$ cat config.mk
export PLATFORM = sky130hd
export DESIGN_NAME = branch_resolve_unit
export DESIGN_NICKNAME = d
export VERILOG_FILES = /design/src/rtl/branch_pkg.sv /design/src/rtl/bht_table.sv /design/src/rtl/branch_resolve_unit.sv
export SDC_FILE = /design/constraint.sdc
export NUM_CORES = 1
export LEC_CHECK = 0
export ABC_AREA = 1
export BUFFER_PORTS_ARGS = -buffer_cell sky130_fd_sc_hd__buf_2
export CAP_MARGIN = 20
export CORE_MARGIN = 10
export CORE_UTILIZATION = 54
export DETAILED_ROUTE_END_ITERATION = 10
export PLACE_DENSITY_LB_ADDON = 0.1
export SLEW_MARGIN = 0
export SYNTH_ARGS = -nofsm -noshare
export SYNTH_HDL_FRONTEND = slang
export SYNTH_SLANG_ARGS = --single-unit
$ cat constraint.sdc
create_clock -name clk -period 2.1 [get_ports clk]
set_input_delay 0.21 -clock clk [delete_from_list [all_inputs] [get_ports clk]]
set_output_delay 0.21 -clock clk [all_outputs]
set_load 0.005 [all_outputs]
$ cat src/rtl/branch_pkg.sv
// Shared constants and helpers for the branch resolve unit: condition codes,
// 2-bit counter states and condition-flag bit positions.
package branch_pkg;

  localparam logic [2:0] COND_LT = 3'b000;
  localparam logic [2:0] COND_GT = 3'b001;
  localparam logic [2:0] COND_LE = 3'b010;
  localparam logic [2:0] COND_GE = 3'b011;
  localparam logic [2:0] COND_EQ = 3'b100;
  localparam logic [2:0] COND_NE = 3'b101;

  localparam logic [1:0] CTR_SNT = 2'b00;
  localparam logic [1:0] CTR_WNT = 2'b01;
  localparam logic [1:0] CTR_WT  = 2'b10;
  localparam logic [1:0] CTR_ST  = 2'b11;

  localparam int FLAG_LT = 0;
  localparam int FLAG_GT = 1;
  localparam int FLAG_LE = 2;
  localparam int FLAG_GE = 3;
  localparam int FLAG_EQ = 4;
  localparam int FLAG_NE = 5;

  // Codes 110/111 are reserved and never match.
  function automatic logic condMatch(input logic [2:0] cond, input logic [5:0] flags);
    logic match;
    match = 1'b0;
    case (cond)
      COND_LT: match = flags[FLAG_LT];
      COND_GT: match = flags[FLAG_GT];
      COND_LE: match = flags[FLAG_LE];
      COND_GE: match = flags[FLAG_GE];
      COND_EQ: match = flags[FLAG_EQ];
      COND_NE: match = flags[FLAG_NE];
      default: match = 1'b0;
    endcase
    return match;
  endfunction

  function automatic logic [1:0] satUpdate(input logic [1:0] ctr, input logic taken);
    logic [1:0] nextCtr;
    nextCtr = ctr;
    if (taken && ctr != CTR_ST) nextCtr = ctr + 2'd1;
    else if (!taken && ctr != CTR_SNT) nextCtr = ctr - 2'd1;
    return nextCtr;
  endfunction

endpackage

$ cat src/rtl/bht_table.sv
// Branch history table of 2-bit saturating counters: one combinational read
// port (returns the pre-update value on a same-cycle hit) and one update port.
module bht_table
  import branch_pkg::*;
#(
  parameter int ENTRIES = 16,
  parameter int IDX_W   = $clog2(ENTRIES)
) (
  input  logic             clk,
  input  logic             rst_n,
  input  logic [IDX_W-1:0] rdIdx,
  output logic [1:0]       rdCtr,
  input  logic             updEn,
  input  logic [IDX_W-1:0] updIdx,
  input  logic             updTaken
);

  logic [1:0] ctr [ENTRIES];

  assign rdCtr = ctr[rdIdx];

  always_ff @(posedge clk or negedge rst_n) begin
    if (!rst_n) begin
      for (int i = 0; i < ENTRIES; i++) ctr[i] <= CTR_WNT;
    end else if (updEn) begin
      ctr[updIdx] <= satUpdate(ctr[updIdx], updTaken);
    end
  end

endmodule

$ cat src/rtl/branch_resolve_unit.sv
// Resolves jumps/conditional branches in execute, detects mispredicts, holds a
// flush window after each redirect and keeps branch/mispredict statistics.
module branch_resolve_unit
  import branch_pkg::*;
#(
  parameter int PC_W         = 16,
  parameter int BHT_ENTRIES  = 16,
  parameter int FLUSH_CYCLES = 2,
  parameter int STAT_W       = 16
) (
  input  logic              clk,
  input  logic              rst_n,
  input  logic              f_valid,
  input  logic [PC_W-1:0]   f_pc,
  output logic              f_pred_taken,
  input  logic              ex_valid,
  input  logic [PC_W-1:0]   ex_pc,
  input  logic              ex_jump,
  input  logic              ex_branch,
  input  logic [2:0]        ex_cond,
  input  logic [5:0]        ex_flags,
  input  logic              ex_pred_taken,
  output logic              select_jb,
  output logic              redirect,
  output logic              redirect_fallthru,
  output logic              flush,
  output logic [STAT_W-1:0] stat_branches,
  output logic [STAT_W-1:0] stat_mispred
);

  localparam int IDX_W  = $clog2(BHT_ENTRIES);
  localparam int HOLD_W = (FLUSH_CYCLES > 1) ? $clog2(FLUSH_CYCLES) : 1;

  logic [HOLD_W-1:0] holdCnt;
  logic [1:0]        fetchCtr;
  logic              live;
  logic              isCondBranch;
  logic              taken;
  logic              bhtUpdate;

  bht_table #(
    .ENTRIES (BHT_ENTRIES),
    .IDX_W   (IDX_W)
  ) uBht (
    .clk      (clk),
    .rst_n    (rst_n),
    .rdIdx    (f_pc[IDX_W:1]),
    .rdCtr    (fetchCtr),
    .updEn    (bhtUpdate),
    .updIdx   (ex_pc[IDX_W:1]),
    .updTaken (taken)
  );

  logic unusedPcBits;
  assign unusedPcBits = ^{f_pc[PC_W-1:IDX_W+1], f_pc[0], ex_pc[PC_W-1:IDX_W+1], ex_pc[0]};

  // A jump wins over a simultaneous branch flag, so it never trains the table.
  always_comb begin
    live              = ex_valid & (holdCnt == '0);
    isCondBranch      = ex_branch & ~ex_jump;
    taken             = ex_jump | (isCondBranch & condMatch(ex_cond, ex_flags));
    select_jb         = live & taken;
    redirect          = live & (ex_jump | ex_branch) & (select_jb != ex_pred_taken);
    redirect_fallthru = redirect & ~select_jb;
    flush             = redirect | (holdCnt != '0);
    bhtUpdate         = live & isCondBranch;
    f_pred_taken      = f_valid & fetchCtr[1];
  end

  always_ff @(posedge clk or negedge rst_n) begin
    if (!rst_n) begin
      holdCnt       <= '0;
      stat_branches <= '0;
      stat_mispred  <= '0;
    end else begin
      if (redirect) holdCnt <= HOLD_W'(FLUSH_CYCLES - 1);
      else if (holdCnt != '0) holdCnt <= holdCnt - HOLD_W'(1);
      if (bhtUpdate) stat_branches <= stat_branches + STAT_W'(1);
      if (redirect) stat_mispred <= stat_mispred + STAT_W'(1);
    end
  end

endmodule

==> results.yml <==
sta:
  period_share: 0.951
  hold_slack_ns: 0.188
  slew_headroom: 0.767
  hold_viol: 0
  slew_viol_final: 0
  fin_tns_setup_ns: 0
  setup_violations: 0
  worst_pin_slew_ns: 0.349
  timing.fmax_mhz: 501
  clock_skew_ns: 0.0109
  fin_crit_ns: 2.00
  setup_ws_ns: 0.104
route:
  vias_per_cell: 4.85
  routed_wl_um: 9240
  drt_iter0_drc: 152
  ant_nets: 0
  post_drt_wl_per_cell_um: 13.3
  first_pass_iters: 5
  num_vias: 3378
  drc: 0
setup_path:
  crit_type: "register to register"
  endpoint_kind: "register"
  crit_chain: "inv_1 -> o21ai_1 -> nand2_1 -> nand2_1 -> nand2_1 -> nand2_1 -> nor2_2 -> inv_1 -> ha_2 -> nand3b_1 -> buf_4 -> nand3_4 -> nand2_4 -> nand2_1 -> nand2_1"
  crit_arrival_ns: 2.24
  crit_family: "simple AND/OR/NAND/NOR gates"
  crit_fanout: 8
  setup.worst_path.start_class: "register"
  worstPathRequired_ns: 2.34
  crit_path_frequent_cell: "nand2_1"
  cp.buffers_inverters: 3
  cp_slowest_cell: "dfrtp_1"
  cp_slowest_stage_delay_ns: 0.39
grt:
  grt_pass1_vias: 3384
  antenna_found_initial: 0
  gr-total-overflow: 0
  grt_pass1_wl_um: 15200
  grt_max_degree: 66
  grt_use_total: 0.180
flow_run:
  maxCapViolations: 0
die:
  top_level_ports: 85
  rows: 30
  fp.coreArea_mm2: 0.00679
  die-area_mm2: 0.0107
  start_util: 0.553
  die_y_um: 103
  die_w_um: 103
cells_and_area:
  drive_gt1_frac: 0.236
  antenna_cells: 0
  nets: 648
  area_growth_pct: 21.1
yosys:
  ys_ff_latch: 65
  netlist_area_mm2: 0.00376
  synth_seq_area_share: 0.438
  synth_cell_type_count: 32
  syn_area_per_cell_um2: 7.34
  synth_top_area_frac: 0.326
  syn-num-nets: 564
  yosysTopAreaCell: "dfrtp_1"
  synthTopCellsByCount: "nand2_1, inv_1, dfrtp_1"
  synthArstFlopShare: 1.00
  synthTopCellsByArea: "dfrtp_1, nand2_1, dfstp_2"
  ys_warn_count: 0
  synth.most_common_cell: "nand2_1"
  synthCells: 512
  synthFlopType: "dfrtp_1"
  synth_edf_count: 0
status:
  status: "completed"
pwr:
  p_per_area_mw_per_mm2: 776
  irDropWorstVdd_uv: 559
  leakage_uw: 0.00245
worst_hold_path:
  hp-class: "input pin to register"
cts:
  tritoncts: "yes"
  clk_latency_ns: 0.35
  clk_pin_slew_ns: 0.08
  cts_root_buf: "clkbuf_8"
  htreeDepth: 3
  cts_buffer_depth: 2
  cts_sinks: 65
  cts_buffers: 9
place:
  dp_slack_ns: -0.0619
  place_hpwl_um: 6830
  port_buffers: 60
  place.gp.congestion: 0.900
## flip-flops by register name, indices dropped and copies added, names as in the netlist
signal	flops
holdCnt	1
stat_branches	16
stat_mispred	16
uBht.ctr	32
## where the power goes
group / switching, µW / internal (µW)
registers: 179 / 1470
clock network: 521 / 460
logic: 519 / 378
total: 1220 / 2310
## layout make-up
class	instances	area (µm²)
sequential	65	1650
clock buffer	10	138
timing repair buffer	80	499
fill	605	2240
inverter	78	293
multi-input combinational	362	1810
clock inverter	6	41.3
tap	96	120
## stage by stage
step / power [µW] / util / instance area (µm²) / instances
after floorplan: 2140 / - / 3760 / 512
after global placement: 2490 / 0.625 / 4240 / 675
after detailed placement: 2520 / 0.625 / 4240 / 675
after CTS: 3500 / 0.652 / 4430 / 692
after global routing: 3760 / 0.670 / 4550 / 697
final: 3530 / 0.670 / 4550 / 697
## placed cells by master (no fill, tap or decap), drive strengths merged
cell type    netlist  routed
nor2              38      38
dlygate4sd3        0       1
inv               78      79
buf                6      78
nand2            221     222
xor2              18      18
o211ai             2       2
nand4              8       8
mux2i              1       1
ha                 4       4
clkbuf             2      11
xnor2             12      12
dfrtp             49      49
o221ai             1       1
nand3             16      16
nor4               2       2
clkinv             0       2
o21ai             19      19
nand3b             3       3
o22ai              1       1
clkinvlp           0       3
nor3              10      10
dfstp             16      16
a21boi             1       1
a21oi              4       4
## layer usage
| layer | track usage | share of wire | vias to the layer above |
|---|---|---|---|
| li1 | - | - | 1726 |
| met1 | 0.218 | 0.44 | 1539 |
| met5 | 0 | 0 | - |
| met3 | 0.0512 | 0.061 | 19 |
| met4 | 0.0599 | 0.024 | 0 |
| met2 | 0.300 | 0.48 | 94 |
## logic make-up after synthesis
family	after synthesis	synth area share
adder cells (fa/ha/maj)	4	0.0133
AO/OA/AOI/OAI	28	0.0406
multiplexers	1	0.00266
buffers and inverters	86	0.0969
AND/OR/NAND/NOR	298	0.338
XOR/XNOR	30	0.0699
flip-flops	65	0.438
## final timing paths
path | startpoint | endpoint | slack (ns) | cells past startpoint
setup / recovery | uBht.ctr[15] | uBht.ctr[11] | 0.10 | 15
hold / removal | ex_jump | stat_branches[1] | 0.19 | 4
setup reg to reg | uBht.ctr[15] | uBht.ctr[11] | 0.10 | 15
hold reg to reg | uBht.ctr[2] | uBht.ctr[2] | 0.47 | 2
max in group asynchronous | rst_n | uBht.ctr[2] | 1.36 | 3
min in group asynchronous | rst_n | uBht.ctr[29] | 0.40 | 3
## what timing repair did
action                                  CTS  global route
endpoints found under the setup margin    0            32
setup buffers                             0             3
resized for setup                         0            16
hold buffers                              1             0
endpoints found under the hold margin    49             0
## tightest hold or removal path: stages
cell and delay [ns]:
buf_2 0.11, nor3_4 0.07, nand2_1 0.06, nand2_1 0.05
Note: power is estimated with default switching activity, not from simulation.
